**src/rtl/control_sequencer.sv**
```systemverilog
// Microprogram control sequencer: RUN/HALT FSM plus a registered 7-bit
// control state that addresses the microstore. Each microinstruction's Mode
// picks the next state: increment, dispatch, jump, conditional branch,
// fetch, MOC wait or halt.
//
// Optional feature: define WAIT_TIMEOUT_EN to bound MOC waits. A stall that
// lasts TIMEOUT cycles sends the sequencer to FAULT_STATE and sets the sticky
// Mem_Fault flag. Without the macro, MOC waits stall indefinitely, Mem_Fault
// is tied low and no counter logic is built.
module control_sequencer #(
  parameter logic [6:0]  FETCH_STATE = 7'd1,
  parameter int unsigned TIMEOUT     = 15,
  parameter logic [6:0]  FAULT_STATE = 7'd127
) (
  input  logic       Clk,
  input  logic       Reset,
  input  logic [6:0] State_Sel,
  input  logic [2:0] Mode,
  input  logic [6:0] Jump_Addr,
  input  logic       Cond,
  input  logic       Moc,
  output logic [6:0] State,
  output logic       Waiting,
  output logic       Halted,
  output logic       Mem_Fault
);

  typedef enum logic {StRun, StHalt} fsm_e;

  localparam logic [2:0] ModeIncr     = 3'b000;
  localparam logic [2:0] ModeDispatch = 3'b001;
  localparam logic [2:0] ModeJump     = 3'b010;
  localparam logic [2:0] ModeBrt      = 3'b011;
  localparam logic [2:0] ModeFetch    = 3'b100;
  localparam logic [2:0] ModeWaitMoc  = 3'b101;
  localparam logic [2:0] ModeBrf      = 3'b110;
  localparam logic [2:0] ModeHalt     = 3'b111;

  fsm_e       fsm_q, fsm_d;
  logic [6:0] state_q, state_d;
  logic [6:0] state_inc;
  logic       stall;

  // 7-bit add wraps 127 -> 0 on its own.
  assign state_inc = state_q + 7'd1;

  // A stall is a MOC wait in RUN that has not seen Moc yet.
  assign stall = (fsm_q == StRun) && (Mode == ModeWaitMoc) && !Moc;

`ifdef WAIT_TIMEOUT_EN
  localparam int unsigned CntW = (TIMEOUT > 1) ? $clog2(TIMEOUT) : 1;
  localparam logic [CntW-1:0] CntLast = CntW'(TIMEOUT - 1);

  logic [CntW-1:0] cnt_q, cnt_d;
  logic            fault_q;
  logic            fault_hit;

  // This stall would bring the count to TIMEOUT; Moc=1 never counts as a
  // stall, so a late Moc on the same cycle still advances normally.
  assign fault_hit = stall && (cnt_q == CntLast);

  // Count consecutive stalled cycles; clear on any non-stalled cycle or fault.
  always_comb begin
    cnt_d = '0;
    if (stall && !fault_hit) begin
      cnt_d = cnt_q + 1'b1;
    end
  end

  // Stall counter and sticky fault flag; only Reset clears the flag.
  always_ff @(posedge Clk or posedge Reset) begin
    if (Reset) begin
      cnt_q   <= '0;
      fault_q <= 1'b0;
    end else begin
      cnt_q   <= cnt_d;
      fault_q <= fault_q | fault_hit;
    end
  end

  assign Mem_Fault = fault_q;
`else
  logic unused_timeout_cfg;
  assign unused_timeout_cfg = ^{FAULT_STATE, 32'(TIMEOUT)};
  assign Mem_Fault = 1'b0;
`endif

  // Next-state decode: Mode selects the successor while running; HALT holds.
  always_comb begin
    fsm_d   = fsm_q;
    state_d = state_q;
    if (fsm_q == StRun) begin
      unique case (Mode)
        ModeIncr:     state_d = state_inc;
        ModeDispatch: state_d = State_Sel;
        ModeJump:     state_d = Jump_Addr;
        ModeBrt:      state_d = Cond ? Jump_Addr : state_inc;
        ModeFetch:    state_d = FETCH_STATE;
        ModeWaitMoc:  state_d = Moc ? state_inc : state_q;
        ModeBrf:      state_d = Cond ? state_inc : Jump_Addr;
        ModeHalt: begin
          state_d = state_q;
          fsm_d   = StHalt;
        end
        default:      state_d = state_q;
      endcase
`ifdef WAIT_TIMEOUT_EN
      if (fault_hit) begin
        state_d = FAULT_STATE;
      end
`endif
    end
  end

  // State register; Reset aborts waits and HALT immediately.
  always_ff @(posedge Clk or posedge Reset) begin
    if (Reset) begin
      fsm_q   <= StRun;
      state_q <= 7'd0;
    end else begin
      fsm_q   <= fsm_d;
      state_q <= state_d;
    end
  end

  assign State   = state_q;
  assign Waiting = stall;
  assign Halted  = (fsm_q == StHalt);

endmodule

```
**config.mk**
```make
export PLATFORM = sky130hd
export DESIGN_NAME = control_sequencer
export DESIGN_NICKNAME = d
export VERILOG_FILES = /design/src/rtl/control_sequencer.sv
export SDC_FILE = /design/constraint.sdc
export NUM_CORES = 1
export LEC_CHECK = 0
export ABC_AREA = 0
export BUFFER_PORTS_ARGS = -buffer_cell sky130_fd_sc_hd__buf_4
export CELL_PAD_IN_SITES_DETAIL_PLACEMENT = 2
export CELL_PAD_IN_SITES_GLOBAL_PLACEMENT = 2
export CORE_MARGIN = 2
export CORE_UTILIZATION = 26
export DETAILED_ROUTE_END_ITERATION = 8
export PLACE_DENSITY = 0.81
export SYNTH_ARGS = -nofsm -noshare
export SYNTH_HDL_FRONTEND = slang
export SYNTH_SLANG_ARGS = --single-unit
```
**constraint.sdc**
```tcl
create_clock -name Clk -period 2.9 [get_ports Clk]
set_input_delay 0.145 -clock Clk [delete_from_list [all_inputs] [get_ports Clk]]
set_output_delay 0.145 -clock Clk [all_outputs]
set_load 0.005 [all_outputs]
```
; After elaboration in Yosys (flattened, before gate mapping)
; Cells that the tools add are included.
[classes]
n_addsub = 1
multipliers = 0
n_div = 0
magnitude_cmp = 0
eq_ne = 8
n_shift = 0
muxes = 6
n_bitwise = 2
reduce_logical = 5
[op_table]
columns = operator, n
row1 = 7-bit one-hot mux with 7 select lines, 1
row2 = 7-bit 2-to-1 mux, 3
row3 = "3-bit == test, second input constant", 4
row4 = "7-bit by 1-bit adder with 7-bit output, second input constant", 1
row5 = "3-bit by 2-bit == test with 1-bit output, second input constant", 2
row6 = "3-bit by 1-bit == test with 1-bit output, second input constant", 1
row7 = 3-bit zero test, 1
row8 = 3-bit AND reduction, 1
row9 = 1-bit logical AND, 2
row10 = 1-bit 2-to-1 mux, 2
row11 = "2-bit inequality test, second input constant", 1
row12 = 1-bit inverter, 2
row13 = 1-bit zero test, 1
[totals]
regBits = 8
latch_bits = 0
ram_bits = 0
romBits = 0
word_cells = 24
memories = 0

; Longest topological paths before layout
[logic_depth]
ltp_word = 3
mapped_depth = 6
ltp_nobuf = 5

; Least setup slack after synthesis
; OpenSTA, ideal clock, no wires.
[synth_timing]
path_type = input port to flip-flop
from = in Mode[0]
to = reg state_q[4], in the netlist State[4]
setup_ns = 0.121
t_arrival_ns = 1.210
path_slack_ns = 1.569
path_stages = 6
n_path_buf = 2
cell_sequence = buf_6 > mux2_2 > a211oi_2 > buf_6 > o21ai_1 > a22o_1
[synth_via]
elab_chain_cells = 3
[synth_rtl]
columns = item, line
row1 = start: declaration, 18  ; input logic [2:0] Mode,
row2 = 3-bit == test, 93  ; unique case (Mode)
row3 = 2-bit inequality test (no source line) / 1-bit inverter (equally long branches), --
row4 = 3-bit AND reduction (no source line), --
row5 = end signal: assignment, 122  ; state_q <= state_d;
row6 = end: declaration, 40  ; logic [6:0] state_q, state_d;
; Parallel ways exist; a longest one is shown, timed or not.
; A chain may end at the register's enable or synchronous reset.

; Final worst setup path
[layout_timing]
from = in Cond
to = reg state_q[4], in the netlist State[4]
[layout_via]
elab_chain_cells = 2
[layout_rtl]
columns = item, line
row1 = start: declaration, 20  ; input logic Cond,
row2 = "7-bit 2-to-1 mux, on equally long branches", "100, 97"
row3 = 7-bit one-hot mux with 7 select lines *, 93
; Every way passes the cells marked *; elsewhere a longest branch is shown, timed or not.

==> metrics.log <==
INFO  metric status = finished, final reports clean
INFO  metric tritoncts = done
INFO  metric clk_pin_slew_worst_paths = around 0.07 ns
INFO  metric final_layout_size_suffix_gt1_share = 36.3%
INFO  metric cts_num_sinks = 8
INFO  metric place.gp.congestion = 0.694
INFO  metric cp-end-kind = register
INFO  metric cap_violations = 0
INFO  metric grt_first_pass_wirelength = 3420 um
INFO  metric avgViaCountPerCell = 5.53
INFO  metric die-area = 2930 um^2
INFO  metric startpoint_type = input pin
INFO  metric synth_sequential_area_ratio = 30.6%
INFO  metric path_class = input pin to register
INFO  metric vdd_ir_max = roughly 0.28 mV
INFO  metric chipWidth = 54.2 um
INFO  metric wire_per_inst = between 15 and 20 um
INFO  metric post-synth-top-count-cell = sky130_fd_sc_hd__dfrtp_1
INFO  metric ctsResizeCount = 0
INFO  metric clock_tree.buffer_depth = 2
INFO  metric routed-via-count = between 700 and 800
INFO  metric layout.area.seq = 200 um^2
INFO  metric report.final.slew_viol_count = 0
INFO  metric count_of_state_elements_after_synthesis = 8
INFO  metric synthesis.area = 654 um^2
INFO  metric postSynth.topFlopCell = sky130_fd_sc_hd__dfrtp_1
INFO  metric die_h = 54.2 um
INFO  metric detailed_place_hpwl = between 1500 and 2000 um
INFO  metric fin_area = 906 um^2
INFO  metric via_count_of_the_first_global_routing_pass = 731
INFO  metric tritoncts.num_buffers = 3
INFO  metric crit_fanout = 11
INFO  metric htreeDepth = 1
INFO  metric ys_top_cells_by_area = sky130_fd_sc_hd__dfrtp_1 31%, sky130_fd_sc_hd__a22o_1 8.0%, sky130_fd_sc_hd__a32oi_1 6.7%
INFO  metric grt_remaining_overflow = 0
INFO  metric clock_skew = slightly below 0.006 ns
INFO  metric final.setup.tns = 0 ns
INFO  metric area_growth_syn_to_layout = 38.4%
INFO  metric cellLeakagePower = 0.410 nW
INFO  metric num-nets-final = 126
INFO  metric max_freq = 633 MHz
INFO  metric cts_root_buffer = sky130_fd_sc_hd__clkbuf_4
INFO  metric hold_viol_final = 0
INFO  metric synthTopCellsByCount = 8 x sky130_fd_sc_hd__dfrtp_1, 6 x sky130_fd_sc_hd__a22o_1, 5 x sky130_fd_sc_hd__a32oi_1, 5 x sky130_fd_sc_hd__nand2b_1, 5 x sky130_fd_sc_hd__o21ai_0
INFO  metric gr-usage-all-layers = between 10% and 20%
INFO  metric placed_standard_cell_area = just under 900 um^2
INFO  metric grt_antenna_before_repair = 0
INFO  metric tightest_slew = 0.789 ns
INFO  metric pin_count = 31
INFO  metric wirelength = about 2200 um
INFO  metric hold_class = input pin to register
INFO  metric drt_pass1_iterations = 3
INFO  metric setup_viol = 0
INFO  metric ys_async_sr_fraction = 100%
INFO  metric n_antenna_cell = 0
INFO  metric place.port_buffers = 29
INFO  metric rows = 18
INFO  metric largest_net_degree_at_the_start_of_global_routing = 17
INFO  metric start_util = 26.9%
INFO  metric timing.final.crit_share = 54.5%
INFO  metric max_stage_delay = 0.69 ns
INFO  metric power_density = 604 nW/um^2
INFO  metric synth.yosys.warnings = 0
INFO  metric coreArea = ~2400 um^2
INFO  metric synth_area_per_cell = 8.84 um^2
INFO  metric worst_ep_arrival_time = approximately 1.7 ns
INFO  metric synth_top_cell_area_share = slightly above 30%
INFO  metric drtAntennaViolNets = 0
INFO  metric fillers = around 290
INFO  metric post-route-drc-count = 0
INFO  metric post_synth_inst_count = 74
INFO  metric max-slew-margin-rel = between 40% and 50%
INFO  metric synthDominantAreaCellType = sky130_fd_sc_hd__dfrtp_1
INFO  metric rsz0062_at_grt = no
INFO  metric multi_input_area = 407 um^2
INFO  metric net_count_of_the_mapped_netlist = 96
INFO  metric crit_slowest_cell = sky130_fd_sc_hd__a211oi_2
INFO  metric insertion_delay = 0.26 ns
INFO  metric initialDrtViolationCount = 7
INFO  metric post-route-min-period = 1.58 ns
INFO  metric worstPathRequired = approximately 3.1 ns
INFO  metric count_of_flip_flops_with_a_built_in_enable_after_synthesis = 0
INFO  metric post_synth_num_cell_types = 31
INFO  metric worstPathCellList = buf_4 > mux2_2 > a211oi_2 > o21ai_1 > a22o_1
[cell usage in the layout (no fill, tap or decap), types with 2 or more instances in the layout]
cell,n
sky130_fd_sc_hd__buf_4,30
sky130_fd_sc_hd__dfrtp_1,8
sky130_fd_sc_hd__a22o_1,6
sky130_fd_sc_hd__nand2b_1,5
sky130_fd_sc_hd__a32oi_1,5
sky130_fd_sc_hd__o21ai_0,5
sky130_fd_sc_hd__nor2_1,4
sky130_fd_sc_hd__a31oi_1,4
sky130_fd_sc_hd__and3_1,4
sky130_fd_sc_hd__a21oi_1,3
sky130_fd_sc_hd__o21ai_1,3
sky130_fd_sc_hd__nand3_1,3
sky130_fd_sc_hd__clkbuf_4,3
sky130_fd_sc_hd__o31ai_2,2
sky130_fd_sc_hd__a21o_1,2
[worst max-delay path, delay by kind of cell]
| family | cells | cell delay, ns |
|---|---|---|
| buffers and inverters | 1 | 0.11 |
| muxes | 1 | 0.34 |
| AOI/OAI and AO/OA | 3 | 1.14 |
[stage by stage]
step                setup slack, ns  utilization [%]  total power, mW  std cells  hold slack (ns)
floorplan                      1.57                -            0.325         74          -0.0393
global placement               1.17             35.9            0.443        128            0.128
detailed placement             1.07             35.9            0.456        128            0.146
CTS                            1.32             37.2            0.553        132            0.209
global route                   1.20             37.2            0.587        132            0.211
finish                         1.32             37.2            0.547        132            0.208
[where the power goes]
| part | internal, mW | total (mW) | leakage (nW) | switching [mW] |
|---|---|---|---|---|
| Combinational | 0.135 | 0.227 | 0.302 | 0.0920 |
| Sequential | 0.155 | 0.225 | 0.0944 | 0.0701 |
| Clock | 0.0479 | 0.0950 | 0.0138 | 0.0471 |
[sequential cells by signal (all words and copies together) (netlist names)]
signal	cells
Halted	1
State	7
[final cells by class]
cell class | instances | area share, %
well taps | 30 | 4.14
flip-flops and latches | 8 | 22.1
repair buffers | 31 | 26.0
inverters | 1 | 0.414
multi-input cells | 59 | 44.9
clock buffers | 3 | 2.49
[what timing repair did]
item | CTS | global route
hold buffers | 1 | 0
endpoints found under the hold margin | 8 | 0
buffers inserted | 0 | 0
endpoints found under the setup margin | 0 | 0
[kinds of logic (layout without fill, tap and decap cells)]
family | after synthesis | after routing | synth area share (%)
adders and majority gates | 1 | 1 | 1.91
DFF | 8 | 8 | 30.6
muxes | 2 | 2 | 3.25
and+or+nand+nor | 23 | 23 | 20.3
AOI/OAI and AO/OA | 32 | 32 | 36.1
buffers and inverters | 7 | 35 | 7.26
other | 1 | 1 | 0.573
[per-layer routing]
metal	vias to the layer above	share of wire, %	global-route usage, %
li1	341	-	-
met1	367	43	19.8
met2	17	51	29.3
met3	5	4.0	2.50
met4	0	1.3	6.25
met5	-	0	0
[worst paths after layout]
path	from	end	slack [ns]	cells past startpoint
setup / recovery	Cond	State[4]$_DFFE_PP0P_	1.32	5
hold / removal	Mode[0]	State[1]$_DFFE_PP0P_	0.21	3
setup reg to reg	State[0]$_DFFE_PP0P_	State[6]$_DFFE_PP0P_	1.43	5
max in group asynchronous	Reset	State[0]$_DFFE_PP0P_	2.25	3
min in group asynchronous	Reset	State[4]$_DFFE_PP0P_	0.39	3
hold reg to reg	Halted$_DFF_PP0_	Halted$_DFF_PP0_	0.56	1
Power figures use the tool's default switching activity.
